==> src/rtl/list_stat_collector.sv <==
// Splits a pointer stream into lists and queues one {head, tail, len, xsum, dup} record per list.
// A record is pushed on the gap edge and is visible one cycle later; input is never stalled, and records are dropped when the FIFO is full.
module list_stat_collector #(
    parameter int n     = 16,
    parameter int Width = $clog2(n),
    parameter int LenW  = Width + 1,
    parameter int Depth = 4
) (
    input  logic             clk,
    input  logic             rst,
    input  logic [Width-1:0] in_ptr,
    input  logic             in_ptr_vld,
    output logic [Width-1:0] out_head,
    output logic [Width-1:0] out_tail,
    output logic [LenW-1:0]  out_len,
    output logic [Width-1:0] out_xsum,
    output logic             out_dup,
    output logic             out_vld,
    input  logic             out_rdy,
    output logic             ovf,
    output logic [7:0]       drop_cnt
);

    localparam int AW = $clog2(Depth);

    typedef struct packed {
        logic [Width-1:0] head;
        logic [Width-1:0] tail;
        logic [LenW-1:0]  len;
        logic [Width-1:0] xsum;
        logic             dup;
    } rec_t;

    typedef enum logic {IDLE, ACTIVE} state_t;

    state_t         state_q, state_d;
    rec_t           cur_q, cur_d;
    logic [n-1:0]   visited_q, visited_d;
    logic [n-1:0]   ptr_bit;
    logic           ev, start, accum, push;

    rec_t           mem_q [Depth];
    rec_t           last_q, head_rec;
    logic [AW-1:0]  wr_ptr_q, rd_ptr_q;
    logic [AW:0]    cnt_q;
    logic           full, pop, do_wr, drop;
    logic           ovf_q;
    logic [7:0]     drop_cnt_q;

    // A valid-flagged null pointer counts as a gap.
    assign ev      = in_ptr_vld && (in_ptr != '0);
    assign ptr_bit = {{(n-1){1'b0}}, 1'b1} << in_ptr;

    always_ff @(posedge clk or posedge rst) begin
        if (rst) state_q <= IDLE;
        else     state_q <= state_d;
    end

    always_comb begin
        state_d = state_q;
        case (state_q)
            IDLE:    if (ev)  state_d = ACTIVE;
            ACTIVE:  if (!ev) state_d = IDLE;
            default: state_d = IDLE;
        endcase
    end

    always_comb begin
        start = 1'b0;
        accum = 1'b0;
        push  = 1'b0;
        case (state_q)
            IDLE:    start = ev;
            ACTIVE: begin
                accum = ev;
                push  = !ev;
            end
            default: ;
        endcase
    end

    always_comb begin
        cur_d     = cur_q;
        visited_d = visited_q;
        if (start) begin
            cur_d.head = in_ptr;
            cur_d.tail = in_ptr;
            cur_d.len  = LenW'(1);
            cur_d.xsum = in_ptr;
            cur_d.dup  = 1'b0;
            visited_d  = ptr_bit;
        end else if (accum) begin
            cur_d.tail = in_ptr;
            cur_d.xsum = cur_q.xsum ^ in_ptr;
            cur_d.len  = (&cur_q.len) ? cur_q.len : cur_q.len + LenW'(1);
            if (visited_q[in_ptr]) cur_d.dup = 1'b1;
            visited_d  = visited_q | ptr_bit;
        end
    end

    always_ff @(posedge clk or posedge rst) begin
        if (rst) begin
            cur_q     <= '0;
            visited_q <= '0;
        end else begin
            cur_q     <= cur_d;
            visited_q <= visited_d;
        end
    end

    // A full FIFO still accepts a push when the head pops on the same edge.
    assign full  = (cnt_q == (AW+1)'(Depth));
    assign pop   = out_vld && out_rdy;
    assign do_wr = push && (!full || pop);
    assign drop  = push && full && !pop;

    always_ff @(posedge clk) begin
        if (do_wr) mem_q[wr_ptr_q] <= cur_q;
    end

    always_ff @(posedge clk or posedge rst) begin
        if (rst) begin
            wr_ptr_q   <= '0;
            rd_ptr_q   <= '0;
            cnt_q      <= '0;
            last_q     <= '0;
            ovf_q      <= 1'b0;
            drop_cnt_q <= '0;
        end else begin
            if (do_wr) wr_ptr_q <= wr_ptr_q + AW'(1);
            if (pop) begin
                rd_ptr_q <= rd_ptr_q + AW'(1);
                last_q   <= mem_q[rd_ptr_q];
            end
            if (do_wr && !pop)      cnt_q <= cnt_q + (AW+1)'(1);
            else if (!do_wr && pop) cnt_q <= cnt_q - (AW+1)'(1);
            if (drop) begin
                ovf_q <= 1'b1;
                if (drop_cnt_q != 8'hFF) drop_cnt_q <= drop_cnt_q + 8'd1;
            end
        end
    end

    // When empty the outputs hold the last record handed out.
    assign out_vld  = (cnt_q != '0);
    assign head_rec = out_vld ? mem_q[rd_ptr_q] : last_q;
    assign out_head = head_rec.head;
    assign out_tail = head_rec.tail;
    assign out_len  = head_rec.len;
    assign out_xsum = head_rec.xsum;
    assign out_dup  = head_rec.dup;
    assign ovf      = ovf_q;
    assign drop_cnt = drop_cnt_q;

endmodule

==> config.mk <==
export PLATFORM = sky130hd
export DESIGN_NAME = list_stat_collector
export DESIGN_NICKNAME = d
export VERILOG_FILES = /design/src/rtl/list_stat_collector.sv
export SDC_FILE = /design/constraint.sdc
export NUM_CORES = 1
export LEC_CHECK = 0
export CAP_MARGIN = 15
export CORE_MARGIN = 4
export CORE_UTILIZATION = 50
export DETAILED_ROUTE_END_ITERATION = 7
export PLACE_DENSITY = 0.7
export REMOVE_ABC_BUFFERS = 1
export SLEW_MARGIN = 20
export SYNTH_ARGS = -nofsm -noshare
export SYNTH_HDL_FRONTEND = slang
export SYNTH_SLANG_ARGS = --single-unit
==> constraint.sdc <==
create_clock -name clk -period 2.61 [get_ports clk]
set_input_delay 0.522 -clock clk [delete_from_list [all_inputs] [get_ports clk]]
set_output_delay 0.522 -clock clk [all_outputs]
set_load 0.05 [all_outputs]
==> impl_metrics.json, run 1 <==
{
  "slowest_delay_ps": 540,
  "dp_slack_ps": -128,
  "worst_pin_slew_ps": 523,
  "grt_max_degree": 25,
  "drtPass1Iterations": 4,
  "clock.fmax_mhz": 391,
  "rows": 39,
  "slew_headroom_pct": 65.0,
  "path_cells": "buf_12 > mux4_2 > mux2_2 > buf_4",
  "initial_core_util_pct": 51.4,
  "async_flop_share_pct": 48.6,
  "cts.path.max_buffers": 2,
  "end_kind": "output port",
  "yosysTopAreaCell": "edfxtp_1",
  "synthTopCellsByArea": "edfxtp_1 37%, dfrtp_1 29%, mux2_2 8.6%, mux4_2 7.6%, nand2_1 2.5%",
  "cts_buffers": 17,
  "synth-edff-count": 72,
  "worst_slack_ps": 54.5,
  "vias": 3330,
  "pwr_density_cell_mw_per_mm2": 1180,
  "grt_use_total_pct": 17.5,
  "drc": 0,
  "worst-setup-path-type": "register to output port",
  "io_buffers": 35,
  "postRouteAntennaNets": 0,
  "synth_flop_cell": "edfxtp_1",
  "cts_sinks": 140,
  "antenna_cells": 0,
  "mostFrequentLayoutCells": "72 x edfxtp_1, 66 x dfrtp_1, 45 x mux2_2, 39 x nand2_1, 32 x buf_4",
  "cp_max_fo": 10,
  "core_sq_mm": 0.0115,
  "grt_antenna_before_repair": 0,
  "top_layer_used": "met4",
  "hold_slack_ps": 354,
  "grt.overflow.total": 0,
  "cp-start-kind": "register",
  "synth_cell_types": 41,
  "fin_nets": 455,
  "die-width_um": 117,
  "hold_buffers": 0,
  "avgViaCountPerCell": 5.61,
  "worst-path-buf-inv": 2,
  "area_growth_pct": 22.1,
  "gp_congestion": 0.795,
  "clk_latency_ps": 410,
  "grt_pass1_wl_um": 17600,
  "crit_cells": 4,
  "post-route-min-period_ps": 2560,
  "seq_area_frac_synth_pct": 65.5,
  "cts_setup_buffers": 0,
  "dp.final_hpwl_um": 6770,
  "rsz0062_at_grt": "no",
  "fin_total_pwr_mw": 8.50,
  "path_delay_family": "multiplexers",
  "cts_tree": "built",
  "grt_pass1_vias": 3372,
  "fin_worst_skew_ps": 8.27,
  "period_share_pct": 97.9,
  "synthCells": 377,
  "routedLengthMet1_um": 4810,
  "htreeDepth": 4,
  "syn_area_sq_mm": 0.00590,
  "synth-seq-cells": 140,
  "fin_util_pct": 62.8,
  "ir_drop_v": 0.000864,
  "wl_met3_um": 396,
  "pin_count": 36,
  "finalMaxSlewViolations": 0,
  "crit_path_top_delay_cell": "mux4_2",
  "wl_met2_um": 5550,
  "ys_warn_count": 0,
  "wire_per_inst_um": 18.3,
  "clk_pin_slew_worst_paths_ps": 60,
  "cp.required_ps": 2090,
  "mostFrequentLayoutCell": "edfxtp_1",
  "ctsRootBufferMaster": "clkbuf_16",
  "die_area_sq_mm": 0.0136,
  "die_h_um": 117,
  "avgSynthCellArea_sq_um": 15.6,
  "finalHoldViolations": 0,
  "arrival_ps": 2030,
  "hp-class": "primary input to async pin",
  "drtIter0Drc": 229,
  "wl_um": 10900,
  "setup_violations": 0,
  "synth_top_area_share_pct": 36.6,
  "layout-drive-gt1-share_pct": 33.7,
  "status": "finished, final reports clean",
  "r2r_cells": 8,
  "p_leak_nw": 2.85,
  "max_cap_viol_count": 0
}
==> flip-flops by register name (all words and copies together) (netlist names) <==
name,count
last_q,18
mem_q,72
wr_ptr_q,2
drop_cnt,8
state_q,1
visited_q,15
cnt_q,3
cur_q,18
rd_ptr_q,2
ovf,1
==> worst paths after layout <==
kind	from	to	slack [ps]
max in group asynchronous	rst	rd_ptr_q[1]	1630
setup reg to reg	cnt_q[0]	cnt_q[2]	460
hold / removal	rst	visited_q[6]	350
setup / recovery	rd_ptr_q[0]	out_xsum[1]	50
hold reg to reg	visited_q[3]	visited_q[3]	480
min in group clk	visited_q[3]	visited_q[3]	480
==> per-stage QoR <==
stage	TNS, ps	cell area (sq um)	std cells
after floorplan	-993	5820	359
after global placement	-87.0	6580	561
after detailed placement	-190	6580	561
after CTS	0	7160	593
after global routing	0	7200	594
final	0	7200	594
==> routing by layer <==
metal | vias to the layer above | track usage, %
met5 | - | 0
met4 | 0 | 6.27
li1 | 1542 | -
met1 | 1711 | 22.8
met3 | 9 | 4.35
met2 | 68 | 28.8
==> timing repair <==
item	4_1_cts	5_1_grt
cloned	0	1
resized for setup	1	4
setup endpoints to repair	11	12
==> where the power goes <==
| part | total (mW) | leakage, nW | switching, mW | internal, mW |
|---|---|---|---|---|
| registers | 3.11 | 1.51 | 0.295 | 2.81 |
| logic | 3.06 | 1.06 | 1.72 | 1.34 |
| clock network | 2.34 | 0.280 | 0.904 | 1.43 |
| total | 8.50 | 2.85 | 2.92 | 5.59 |
==> logic make-up after synthesis <==
kind of cell | share of synthesized area [%]
buffers and inverters | 1.91
DFF | 65.5
adders and majority gates | 2.04
muxes | 16.6
xor gates and xnor gates | 2.08
and+or+nand+nor | 7.61
AOI/OAI and AO/OA | 4.31
==> cell usage after synthesis (5+ instances only) <==
library cell	number
dfrtp_1	68
a22o_1	6
clkbuf_1	8
o21ai_0	14
ha_1	8
xor2_1	10
mux2_2	45
nor2_1	8
nand2b_1	7
nand2_1	39
a21oi_1	5
inv_1	8
mux4_2	20
edfxtp_1	72
nand3_1	7
buf_2	9
==> cell type report <==
type,instances,area [sq um]
Clock buffer,18,439
Clock inverter,14,145
Fill cell,824,4270
Inverter,8,30.0
Multi-Input combinational cell,211,1920
Sequential cell,140,3870
Tap cell,143,179
Timing Repair Buffer,60,619
Note: power is estimated with default switching activity, not from simulation.
==> run 2: changes to the inputs <==
--- a/config.mk
+++ b/config.mk
@@ -7,9 +7,9 @@
 export LEC_CHECK = 0
 export CAP_MARGIN = 15
 export CORE_MARGIN = 4
-export CORE_UTILIZATION = 50
+export CORE_UTILIZATION = 55
 export DETAILED_ROUTE_END_ITERATION = 7
-export PLACE_DENSITY = 0.7
+export PLACE_DENSITY = 0.76
 export REMOVE_ABC_BUFFERS = 1
 export SLEW_MARGIN = 20
 export SYNTH_ARGS = -nofsm -noshare
==> impl_metrics.json, run 2 (synthesized netlist as in run 1, its figures left out) <==
{
  "die_area_sq_mm": 0.0124,
  "regMostFlops": "mem_q",
  "crit_path_top_delay_cell": "mux4_2",
  "clock.fmax_mhz": 374,
  "gp_congestion": 0.761,
  "grt_max_degree": 69,
  "postRouteAntennaNets": 0,
  "grt_pass1_vias": 3593,
  "grt_antenna_before_repair": 0,
  "drtIter0Drc": 225,
  "cts_tree": "built",
  "max_cap_viol_count": 0,
  "hold_buffers": 0,
  "largest_reg_flops": 72,
  "pwr_density_cell_mw_per_mm2": 1270,
  "arrival_ps": 2150,
  "tns_ps": -409,
  "period_share_pct": 102,
  "clk_latency_ps": 530,
  "fin_total_pwr_mw": 9.51,
  "r2r_cells": 8,
  "mostFrequentLayoutCells": "72 x edfxtp_1, 66 x dfrtp_1, 39 x nand2_1, 30 x mux2_2",
  "antenna_cells": 0,
  "post-route-min-period_ps": 2670,
  "mostFrequentLayoutCell": "edfxtp_1",
  "vias": 3365,
  "io_buffers": 35,
  "worst-path-buf-inv": 3,
  "fin_util_pct": 72.3,
  "avgViaCountPerCell": 5.67,
  "dp.final_hpwl_um": 6670,
  "worst_pin_slew_ps": 514,
  "grt_pass1_wl_um": 19100,
  "hold_slack_ps": 402,
  "cts.path.max_buffers": 2,
  "wire_per_inst_um": 19.9,
  "r2r_start": "cnt_q[0]",
  "worst-setup-path-type": "register to output port",
  "die-width_um": 112,
  "path_cells": "buf_6 > clkbuf_16 > mux4_2 > mux2_4 > buf_8",
  "slew_headroom_pct": 65.6,
  "cts_sinks": 140,
  "finalMaxSlewViolations": 0,
  "slowest_delay_ps": 500,
  "fin_nets": 461,
  "rows": 37,
  "htreeDepth": 4,
  "dp_cells": 553,
  "hp-class": "primary input to async pin",
  "violations": "setup timing",
  "fin_worst_skew_ps": 13.9,
  "core_sq_mm": 0.0104,
  "largest_registers": "mem_q (72), cur_q (18), last_q (18)",
  "grt_use_total_pct": 20.2,
  "cts_buffers": 17,
  "area_growth_pct": 27.1,
  "pin_count": 36,
  "initial_core_util_pct": 56.9,
  "cp.required_ps": 2090,
  "rsz0062_at_grt": "yes",
  "grt.overflow.total": 0,
  "worst_slack_ps": -62.6,
  "r2r_slack_ps": 540,
  "drtPass1Iterations": 4,
  "r2r_end": "cnt_q[2]",
  "layout-drive-gt1-share_pct": 34.4,
  "ctsRootBufferMaster": "clkbuf_8",
  "path_delay_family": "multiplexers",
  "cp_max_fo": 5,
  "end_kind": "output port",
  "die_h_um": 112,
  "drc": 0,
  "status": "finished with violations",
  "clk_pin_slew_worst_paths_ps": 60,
  "ir_drop_v": 0.000719,
  "setup_violations": 9,
  "finalHoldViolations": 0,
  "fin_cells": 593,
  "p_leak_nw": 3.04,
  "wl_um": 11800,
  "cp-start-kind": "register"
}
## run 2: changes by cell type in the layout (fill, tap and decap cells not counted), moves of 2 or more
cell / delta
buf_12: -2
buf_4: -12
buf_6: +5
buf_8: +14
bufinv_16: +5
clkbuf_1: +2
clkinv_4: -2
clkinvlp_4: -2
inv_6: -2
mux2_2: -15
mux2_4: +15
## run 2: routing by layer
metal / share of wire, % / track usage, %
met5: 0 / 0
met4: 1.6 / 7.14
met3: 4.2 / 5.49
met2: 54 / 34.6
met1: 40 / 24.9
## run 2: repair_timing
item,in CTS,in global routing
resized for setup,35,21
setup endpoints to repair,18,18
endpoints found under the hold margin,0,0
setup buffers,4,3
gates cloned,2,1
## run 2: stage by stage
stage / worst slack, ps / instance area (sq um)
after floorplan: -504 / 5820
after global placement: -51.6 / 6550
after detailed placement: -67.8 / 6550
after CTS: -73.1 / 7420
after global routing: -131 / 7500
final: -62.6 / 7500
## run 2: worst max path at each step
stage / depth (start not counted) / startpoint / endpoint / slack, ps
2_1_floorplan: 6 / cnt_q[0] / cnt_q[1] / -500
3_3_place_gp: 10 / in_ptr[3] / cnt_q[2] / -50
3_5_place_dp: 10 / in_ptr[3] / cnt_q[2] / -70
4_1_cts: 5 / rd_ptr_q[0] / out_xsum[1] / -70
5_1_grt: 5 / rd_ptr_q[0] / out_xsum[2] / -130
6_report: 5 / rd_ptr_q[0] / out_xsum[2] / -60
## run 2: layout make-up
cell class                      count  area [sq um]
Tap cell                          136           170
Fill cell                         660          2870
Clock buffer                       19           422
Multi-Input combinational cell    211          1980
Inverter                            8          30.0
Timing Repair Buffer               66           783
Sequential cell                   140          3870
Clock inverter                     13           245
## run 2: tightest hold or removal path: stages
cell and delay [ps]:
clkdlybuf4s50_1 410, inv_2 70, buf_12 330
## run 2: power breakdown
part	switching [mW]	total [mW]	internal (mW)
registers	0.283	3.10	2.82
logic	1.90	3.70	1.80
clock network	0.875	2.71	1.83
total	3.06	9.51	6.45
==> run 3: changes to the inputs <==
--- a/config.mk
+++ b/config.mk
@@ -6,7 +6,7 @@
 export NUM_CORES = 1
 export LEC_CHECK = 0
 export CAP_MARGIN = 15
-export CORE_MARGIN = 4
+export CORE_MARGIN = 1.5
 export CORE_UTILIZATION = 55
 export DETAILED_ROUTE_END_ITERATION = 7
 export PLACE_DENSITY = 0.76
==> constraint.sdc (replaced) <==
create_clock -name clk -period 2.9 [get_ports clk]
set_input_delay 0.58 -clock clk [delete_from_list [all_inputs] [get_ports clk]]
set_output_delay 0.58 -clock clk [all_outputs]
set_load 0.05 [all_outputs]
==> impl_metrics.json, run 3 (synthesized netlist as in run 1, its figures left out) <==
{
  "mostFrequentLayoutCells": "72 x edfxtp_1, 68 x dfrtp_1, 45 x mux2_2, 39 x nand2_1, 33 x buf_4",
  "worst_slack_ps": 120,
  "worst_pin_slew_ps": 543,
  "vias": 3301,
  "cp_max_fo": 14,
  "die-width_um": 107,
  "dp.final_hpwl_um": 6390,
  "period_share_pct": 95.9,
  "cts_sinks": 140,
  "avgViaCountPerCell": 5.68,
  "fin_nets": 450,
  "antenna_cells": 0,
  "mostFrequentLayoutCell": "edfxtp_1",
  "setup_violations": 0,
  "largest_reg_flops": 72,
  "die_area_sq_mm": 0.0114,
  "endpoint": "out_xsum[1]",
  "p_seq_share_pct": 35.6,
  "internal_power_mw": 5.23,
  "ctsRootBufferMaster": "clkbuf_8",
  "pwr_density_cell_mw_per_mm2": 1090,
  "arrival_ps": 2200,
  "slowest_delay_ps": 500,
  "fin_worst_skew_ps": 7.93,
  "crit_start": "cnt_q[0]",
  "dp_slack_ps": 90.8,
  "grt.overflow.total": 0,
  "grt_max_degree": 69,
  "drc": 0,
  "clk_pin_slew_worst_paths_ps": 60,
  "max_cap_viol_count": 0,
  "grt_pass1_wl_um": 17500,
  "crit_path_top_delay_cell": "or3_4",
  "clk_latency_ps": 520,
  "ir_drop_v": 0.000674,
  "p_comb_share_pct": 34.1,
  "cp-start-kind": "register",
  "grt_pass1_vias": 3454,
  "pin_count": 36,
  "swShare_pct": 32.7,
  "finalMaxSlewViolations": 0,
  "clockPowerShare_pct": 30.3,
  "area_growth_pct": 21.4,
  "core_sq_mm": 0.0104,
  "gp_congestion": 0.765,
  "grt_antenna_before_repair": 0,
  "wl_um": 10500,
  "finalHoldViolations": 0,
  "drtIter0Drc": 143,
  "layout-drive-gt1-share_pct": 32.4,
  "rows": 37,
  "rsz0062_at_grt": "no",
  "slew_headroom_pct": 63.8,
  "hp-class": "primary input to async pin",
  "cts_buffers": 17,
  "fillers": 707,
  "r2r_end": "cnt_q[2]",
  "r2r_cells": 8,
  "initial_core_util_pct": 56.9,
  "die_h_um": 107,
  "cts_tree": "built",
  "cp.required_ps": 2320,
  "p_switching_mw": 2.54,
  "hold_buffers": 0,
  "regMostFlops": "mem_q",
  "clock.fmax_mhz": 360,
  "end_kind": "output port",
  "htreeDepth": 4,
  "r2r_slack_ps": 710,
  "status": "finished, final reports clean",
  "post-route-min-period_ps": 2780,
  "r2r_start": "cnt_q[0]",
  "grt_use_total_pct": 20.8,
  "path_cells": "or3_4 > buf_4 > mux2_2 > buf_4",
  "io_buffers": 35,
  "postRouteAntennaNets": 0,
  "drtPass1Iterations": 4,
  "p_leak_nw": 2.83,
  "cts.path.max_buffers": 2,
  "crit_top_cell": "buf_4",
  "tns_ps": 0,
  "largest_registers": "mem_q (72), cur_q (18), last_q (18)",
  "worst-setup-path-type": "register to output port",
  "wire_per_inst_um": 18.1
}
run 3: power groups by stage:
stage	Sequential (mW)	Combinational, mW	Clock (mW)
global route	2.82	2.83	2.49
finish	2.77	2.65	2.36
global placement	2.76	2.62	0
floorplan	2.89	1.79	0
detailed placement	2.80	2.66	0
CTS	2.77	2.69	2.40
run 3: through the flow:
stage               hold WS (ps)  std cells  cell area [sq um]  util, %  total power [mW]
finish                       460        581               7160     69.1              7.77
global route                 500        581               7160     69.1              8.13
global placement             459        550               6500     62.7              5.39
floorplan                    443        359               5820        -              4.69
detailed placement           467        550               6500     62.7              5.47
CTS                          466        581               7160     69.1              7.87
run 3: timing repair:
action | in CTS | in global routing
buffers inserted | 0 | 0
endpoints found under the setup margin | 14 | 0
gates resized for setup | 2 | 0
run 3: area by class of cell:
| cell class | instances | area [sq um] | share of cell area [%] |
|---|---|---|---|
| flip-flops and latches | 140 | 3860 | 53.9 |
| multi-input cells | 211 | 1930 | 26.9 |
| clock inverters | 11 | 216 | 3.02 |
| repair buffers | 55 | 519 | 7.25 |
| clock buffers | 20 | 435 | 6.08 |
| inverters | 8 | 30.0 | 0.419 |
| well taps | 136 | 170 | 2.38 |
run 3: how the worst min path moves through the flow:
| stage | slack [ps] | cells after the start | end |
|---|---|---|---|
| global placement | 460 | 1 | ovf |
| finish | 460 | 3 | visited_q[4] |
| detailed placement | 470 | 1 | ovf |
| CTS | 470 | 3 | ovf |
| global route | 500 | 3 | visited_q[4] |
| floorplan | 440 | 2 | visited_q[8] |
run 3: per-layer routing:
layer / vias to the layer above / part of all wire [%] / global-route usage [%]
li1: 1520 / - / -
met1: 1706 / 43 / 26.2
met2: 66 / 52 / 35.3
met3: 9 / 3.5 / 5.46
met4: 0 / 1.0 / 6.57
met5: - / 0 / 0
run 3: worst max-delay path, delay by kind of cell, from the launching register on:
family	cells	cell delay (ps)
and+or+nand+nor	1	500
muxes	1	300
DFF	1	450
buffers and inverters	2	430
